File: src/rtl/fft_8_unloader_if.sv
// fft_8_unloader_if: FFT output frame bus (in_valid, x0..x7, scale_en, stall) plus coefficient stream (out_*).
interface fft_8_unloader_if #(parameter int N = 28);
  localparam int W = 2*N+8;
  logic in_valid, scale_en, stall, out_valid, out_last, out_ready;
  logic [W-1:0] x0, x1, x2, x3, x4, x5, x6, x7, out_data;
  logic [2:0] out_index;
  modport master(output in_valid, x0, x1, x2, x3, x4, x5, x6, x7, scale_en, out_ready,
                 input stall, out_data, out_index, out_valid, out_last);
  modport slave(input in_valid, x0, x1, x2, x3, x4, x5, x6, x7, scale_en, out_ready,
                output stall, out_data, out_index, out_valid, out_last);
endinterface

File: src/rtl/fft_8_unloader.sv
// fft_8_unloader: ping-pong captures 8-point FFT frames (clk, rst, bus.slave) and streams coefficients k=0..7 over valid/ready.
module fft_8_unloader #(parameter int N = 28) (
  input logic clk,
  input logic rst,
  fft_8_unloader_if.slave bus
);
  localparam int W = 2*N+8;
  localparam int H = N+4;
  logic [W-1:0] bank [2][8];
  logic [W-1:0] xs [8];
  logic [1:0] full;
  logic wr_sel, rd_sel, cap, xfer, done;
  logic [2:0] rd_idx;
  function automatic logic [W-1:0] scale(input logic [W-1:0] x, input logic en);
    logic signed [H-1:0] re, im;
    re = x[W-1:H];
    im = x[H-1:0];
    return en ? {re >>> 3, im >>> 3} : x;
  endfunction
  always_comb begin
    xs[0] = bus.x0;
    xs[1] = bus.x1;
    xs[2] = bus.x2;
    xs[3] = bus.x3;
    xs[4] = bus.x4;
    xs[5] = bus.x5;
    xs[6] = bus.x6;
    xs[7] = bus.x7;
  end
  assign bus.stall = &full;
  assign cap = bus.in_valid & ~bus.stall;
  assign bus.out_valid = full[rd_sel];
  assign xfer = bus.out_valid & bus.out_ready;
  assign done = xfer & (rd_idx == 3'd7);
  assign bus.out_index = rd_idx;
  assign bus.out_last = bus.out_valid & (rd_idx == 3'd7);
  assign bus.out_data = bus.out_valid ? bank[rd_sel][rd_idx] : '0;
  always_ff @(posedge clk or posedge rst) begin
    if (rst) begin
      full <= '0;
      wr_sel <= 1'b0;
      rd_sel <= 1'b0;
      rd_idx <= 3'd0;
    end else begin
      if (done) full[rd_sel] <= 1'b0;
      if (cap) full[wr_sel] <= 1'b1;
      wr_sel <= wr_sel ^ cap;
      rd_sel <= rd_sel ^ done;
      if (xfer) rd_idx <= rd_idx + 3'd1;
    end
  end
  always_ff @(posedge clk)
    if (cap) for (int k = 0; k < 8; k++) bank[wr_sel][k] <= scale(xs[k], bus.scale_en);
endmodule
File: src/flat_wrapper.sv
// flat-port wrapper written by rule: the top's interface ports become plain ports
module fft_8_unloader_flat 
#(parameter int N = 28)
  (clk, rst, bus_in_valid, bus_x0, bus_x1, bus_x2, bus_x3, bus_x4, bus_x5, bus_x6, bus_x7, bus_scale_en, bus_out_ready, bus_stall, bus_out_data, bus_out_index, bus_out_valid, bus_out_last);
  fft_8_unloader_if #(.N(N)) bus_i ();
  input logic clk;
  input logic rst;
  input wire logic [$bits(bus_i.in_valid)-1:0] bus_in_valid;
  input wire logic [$bits(bus_i.x0)-1:0] bus_x0;
  input wire logic [$bits(bus_i.x1)-1:0] bus_x1;
  input wire logic [$bits(bus_i.x2)-1:0] bus_x2;
  input wire logic [$bits(bus_i.x3)-1:0] bus_x3;
  input wire logic [$bits(bus_i.x4)-1:0] bus_x4;
  input wire logic [$bits(bus_i.x5)-1:0] bus_x5;
  input wire logic [$bits(bus_i.x6)-1:0] bus_x6;
  input wire logic [$bits(bus_i.x7)-1:0] bus_x7;
  input wire logic [$bits(bus_i.scale_en)-1:0] bus_scale_en;
  input wire logic [$bits(bus_i.out_ready)-1:0] bus_out_ready;
  output wire logic [$bits(bus_i.stall)-1:0] bus_stall;
  output wire logic [$bits(bus_i.out_data)-1:0] bus_out_data;
  output wire logic [$bits(bus_i.out_index)-1:0] bus_out_index;
  output wire logic [$bits(bus_i.out_valid)-1:0] bus_out_valid;
  output wire logic [$bits(bus_i.out_last)-1:0] bus_out_last;
  assign bus_i.in_valid = bus_in_valid;
  assign bus_i.x0 = bus_x0;
  assign bus_i.x1 = bus_x1;
  assign bus_i.x2 = bus_x2;
  assign bus_i.x3 = bus_x3;
  assign bus_i.x4 = bus_x4;
  assign bus_i.x5 = bus_x5;
  assign bus_i.x6 = bus_x6;
  assign bus_i.x7 = bus_x7;
  assign bus_i.scale_en = bus_scale_en;
  assign bus_i.out_ready = bus_out_ready;
  assign bus_stall = bus_i.stall;
  assign bus_out_data = bus_i.out_data;
  assign bus_out_index = bus_i.out_index;
  assign bus_out_valid = bus_i.out_valid;
  assign bus_out_last = bus_i.out_last;
  fft_8_unloader #(.N(N)) u_core (.clk(clk), .rst(rst), .bus(bus_i));
endmodule
File: config.mk
export PLATFORM = sky130hd
export DESIGN_NAME = fft_8_unloader_flat
export DESIGN_NICKNAME = d
export VERILOG_FILES = /design/src/rtl/fft_8_unloader_if.sv /design/src/rtl/fft_8_unloader.sv /design/src/flat_wrapper.sv
export SDC_FILE = /design/constraint.sdc
export NUM_CORES = 1
export LEC_CHECK = 0
export BUFFER_PORTS_ARGS = -buffer_cell sky130_fd_sc_hd__clkbuf_2
export CELL_PAD_IN_SITES_DETAIL_PLACEMENT = 0
export CELL_PAD_IN_SITES_GLOBAL_PLACEMENT = 2
export CORE_MARGIN = 3
export CORE_UTILIZATION = 44
export CTS_CLUSTER_SIZE = 40
export DETAILED_ROUTE_END_ITERATION = 8
export GPL_TIMING_DRIVEN = 1
export PLACE_DENSITY = 0.84
export SKIP_LAST_GASP = 1
export SLEW_MARGIN = 0
export SYNTH_ARGS = -nofsm -noshare
export SYNTH_HDL_FRONTEND = slang
export SYNTH_SLANG_ARGS = --single-unit
File: constraint.sdc
create_clock -name clk -period 18.4 [get_ports clk]
set_clock_uncertainty 0.1 [all_clocks]
set_input_delay 4.6 -clock clk [delete_from_list [all_inputs] [get_ports clk]]
set_output_delay 4.6 -clock clk [all_outputs]
set_load 0.03 [all_outputs]
==> results by group <==
Floorplan
  • Ports: 587
  • Die width: 327 um
  • Initial core utilization: 44.5%
  • Core Area: 102000 um2
  • DIE HEIGHT: 327 um
  • Die ar.: 107000 um2
  • Rows: 117

Drt
  • Drt total wl: 124000 um
  • Pre-antenna DRT Iters: 5
  • DRC Markers: 0
  • Routed vias/inst: 5.68
  • Routed WL per cell: 28.1 um
  • Vias: 25100
  • Initial detailed-routing violation count: 2483
  • Number of nets with antenna violations after routing: 0

Global route
  • Initial antenna violation count: 37
  • GRT Util Overall: 23.0%
  • Largest net degree at the start of global routing: 175
  • Total global routing overflow: 0
  • Vias in the first global route: 26900
  • First-pass GRT wire length: 181000 um

Clock network
  • Sink Count: 1031
  • Clk_lat worst skew: 0.66 ns
  • CTS Buf Count: 107
  • Max Buffers Root-to-Sink: 3
  • CTS tree: yes
  • Max H-tree Level: 3
  • Reg clk slew, reported paths: 0.06 ns
  • CTS resizes: 0
  • Post-CTS setup buffers: 0
  • Root Driver: clkbuf_16
  • Hold_buf cts: 0

Worst hold path
  • Worst Hold Launch: u_core.full[1]
  • WHS Path Cells: 2
  • WHS Endpoint: u_core.full[1]
  • Hold crit path type: reg -> reg

Layout
  • Most frequent cells in the layout: edfxtp_1, clkbuf_2, mux2_2
  • Leading cell type in the layout, fill and taps excluded: edfxtp_1
  • Share of layout cells above drive strength 1: 51.5%
  • Layout fillers: 8280
  • # nets final: 3446
  • P&R area growth vs syn: 17.2%
  • Post-route non-filler standard cell count: 4421
  • Fin util: 52.1%
  • Fin area: 53200 um2

Synthesis
  • Mapped cell area: 45400 um2
  • Synth Instances: 2354
  • Syn_area_per_cell: 19.3 um2
  • Register bit total from synthesis: 1031
  • Synth cell types: 27
  • Net Count, Synth: 2875
  • Synth warn: 0
  • Sequential share of the synthesized area: 68.2%

Run status
  • Status: finished clean

Worst setup path
  • Sequence of cells on the critical path: buf_4 > buf_4 > buf_4 > mux4_2 > mux2i_1 > o32ai_1 > clkbuf_2
  • WS Path Type: reg -> out
  • Reg2Reg Setup Slack: 13.87 ns
  • Crit. End Element: output pin
  • Worst Reg2Reg Path Length in Cells: 7
  • FF-to-FF End: u_core.bank[1][368]
  • Slowest-stage cell, CP: dfrtp_4
  • Type of origin of the critical path: register
  • Req. time, crit path: 13.70 ns
  • CP arrival: 5.02 ns
  • Max incr delay on CP: 0.91 ns
  • CP Max Fanout: 49
  • Most frequent CP cell: buf_4
  • R2r startpoint: u_core.full[1]

Placement
  • Dpl cells: 4184
  • Place WS: 9.23 ns
  • DP HPWL: 85000 um
  • Placement Cell Area: 49400 um2
  • # port buffers: 586
  • Gpl congestion: 0.829

STA
  • Slew @ Worst Pin: 1.32 ns
  • Fmax: 103 MHz
  • Final Max Slew Viols: 0
  • Final min period: 9.72 ns
  • Post-route setup slack: 8.68 ns
  • Total negative slack: 0 ns
  • Final Hold Viols: 0
  • Final number of setup-violating endpoints: 0
  • Crit share post-route: 52.8%
  • Rel. slew slack: 12.0%
  • RSZ-0062 raised after global routing: false
  • Minimum hold slack: 0.434 ns

Power and ir drop
  • Pwr Density: 157 nW/um2
  • Total power: 8.35 mW
  • Peak VDD IR: 185 uV
  • Leak pwr: 18.5 nW

Run
  • Maxcap violations: 0
critical path: cells and delay by family (launching register included):
kind | cells | cell delay [ns]
buf+inv | 4 | 2.35
flops | 1 | 0.91
compound gates | 1 | 0.17
mux | 2 | 0.81
logic make-up (layout without fill, tap and decap cells):
logic type / after synthesis / after routing / share of synthesized area (%)
other: 0 / 40 / 0
and+or+nand+nor: 92 / 92 / 1.14
AOI/OAI and AO/OA: 180 / 180 / 2.71
muxes: 835 / 835 / 25.3
xor gates and xnor gates: 2 / 2 / 0.0386
DFF: 1031 / 1031 / 68.2
adders and majority gates: 4 / 4 / 0.110
buffers and inverters: 210 / 869 / 2.49
where the power goes:
group | total (mW) | internal (mW) | switching, mW
logic | 2.85 | 1.08 | 1.77
registers | 3.26 | 3.12 | 0.137
clock network | 2.25 | 1.34 | 0.906
total | 8.35 | 5.54 | 2.81
sequential cells by signal, summed over array words and instances (netlist names):
register,count
u_core.bank,1024
u_core.bus.out_index,3
u_core.full,2
u_core.rd_sel,1
u_core.wr_sel,1
how the worst max path moves through the flow:
stage	endpoint	slack, ns	start
2_1_floorplan	u_core.bank[0][0]	0.95	bus_in_valid
3_3_place_gp	bus_out_data[18]	9.26	u_core.rd_sel
3_5_place_dp	bus_out_data[18]	9.23	u_core.rd_sel
4_1_cts	bus_out_data[18]	8.47	u_core.rd_sel
5_1_grt	bus_out_data[27]	8.25	u_core.rd_sel
6_report	bus_out_data[27]	8.68	u_core.rd_sel
Yosys cell counts (all sizes together):
| library cell | number | area, um2 |
|---|---|---|
| mux2 | 579 | 6520 |
| nand2 | 23 | 86.3 |
| ha | 4 | 50.1 |
| nand2b | 2 | 12.5 |
| o21ai | 51 | 255 |
| nor2b | 63 | 394 |
| xnor2 | 2 | 17.5 |
| buf | 105 | 737 |
| or2 | 1 | 6.26 |
| inv | 53 | 199 |
| clkbuf | 52 | 195 |
| edfxtp | 1024 | 30700 |
| mux2i | 64 | 641 |
| o211ai | 1 | 7.51 |
| nand3 | 2 | 10.0 |
| dfrtp | 7 | 175 |
| o32ai | 63 | 559 |
| mux4 | 192 | 4320 |
| and2 | 1 | 6.26 |
| o22ai | 65 | 407 |
cell type report:
cell class	instances	area [um2]	share of cell area [%]
Multi-Input combinational cell	1113	13400	25.1
Inverter	53	199	0.374
Antenna cell	40	100	0.188
Timing Repair Buffer	619	3230	6.07
Tap cell	1368	1710	3.22
Sequential cell	1031	30900	58.2
Clock buffer	125	2770	5.20
Clock inverter	72	871	1.64
routing by layer:
metal  track usage (%)  wire, um  vias up
li1                  -         -    10900
met5                 0         0        -
met3              3.67      7930      180
met4              10.0      4170        0
met2              37.8     62500      974
met1              30.5     49700    13100
Power figures use the tool's default switching activity.
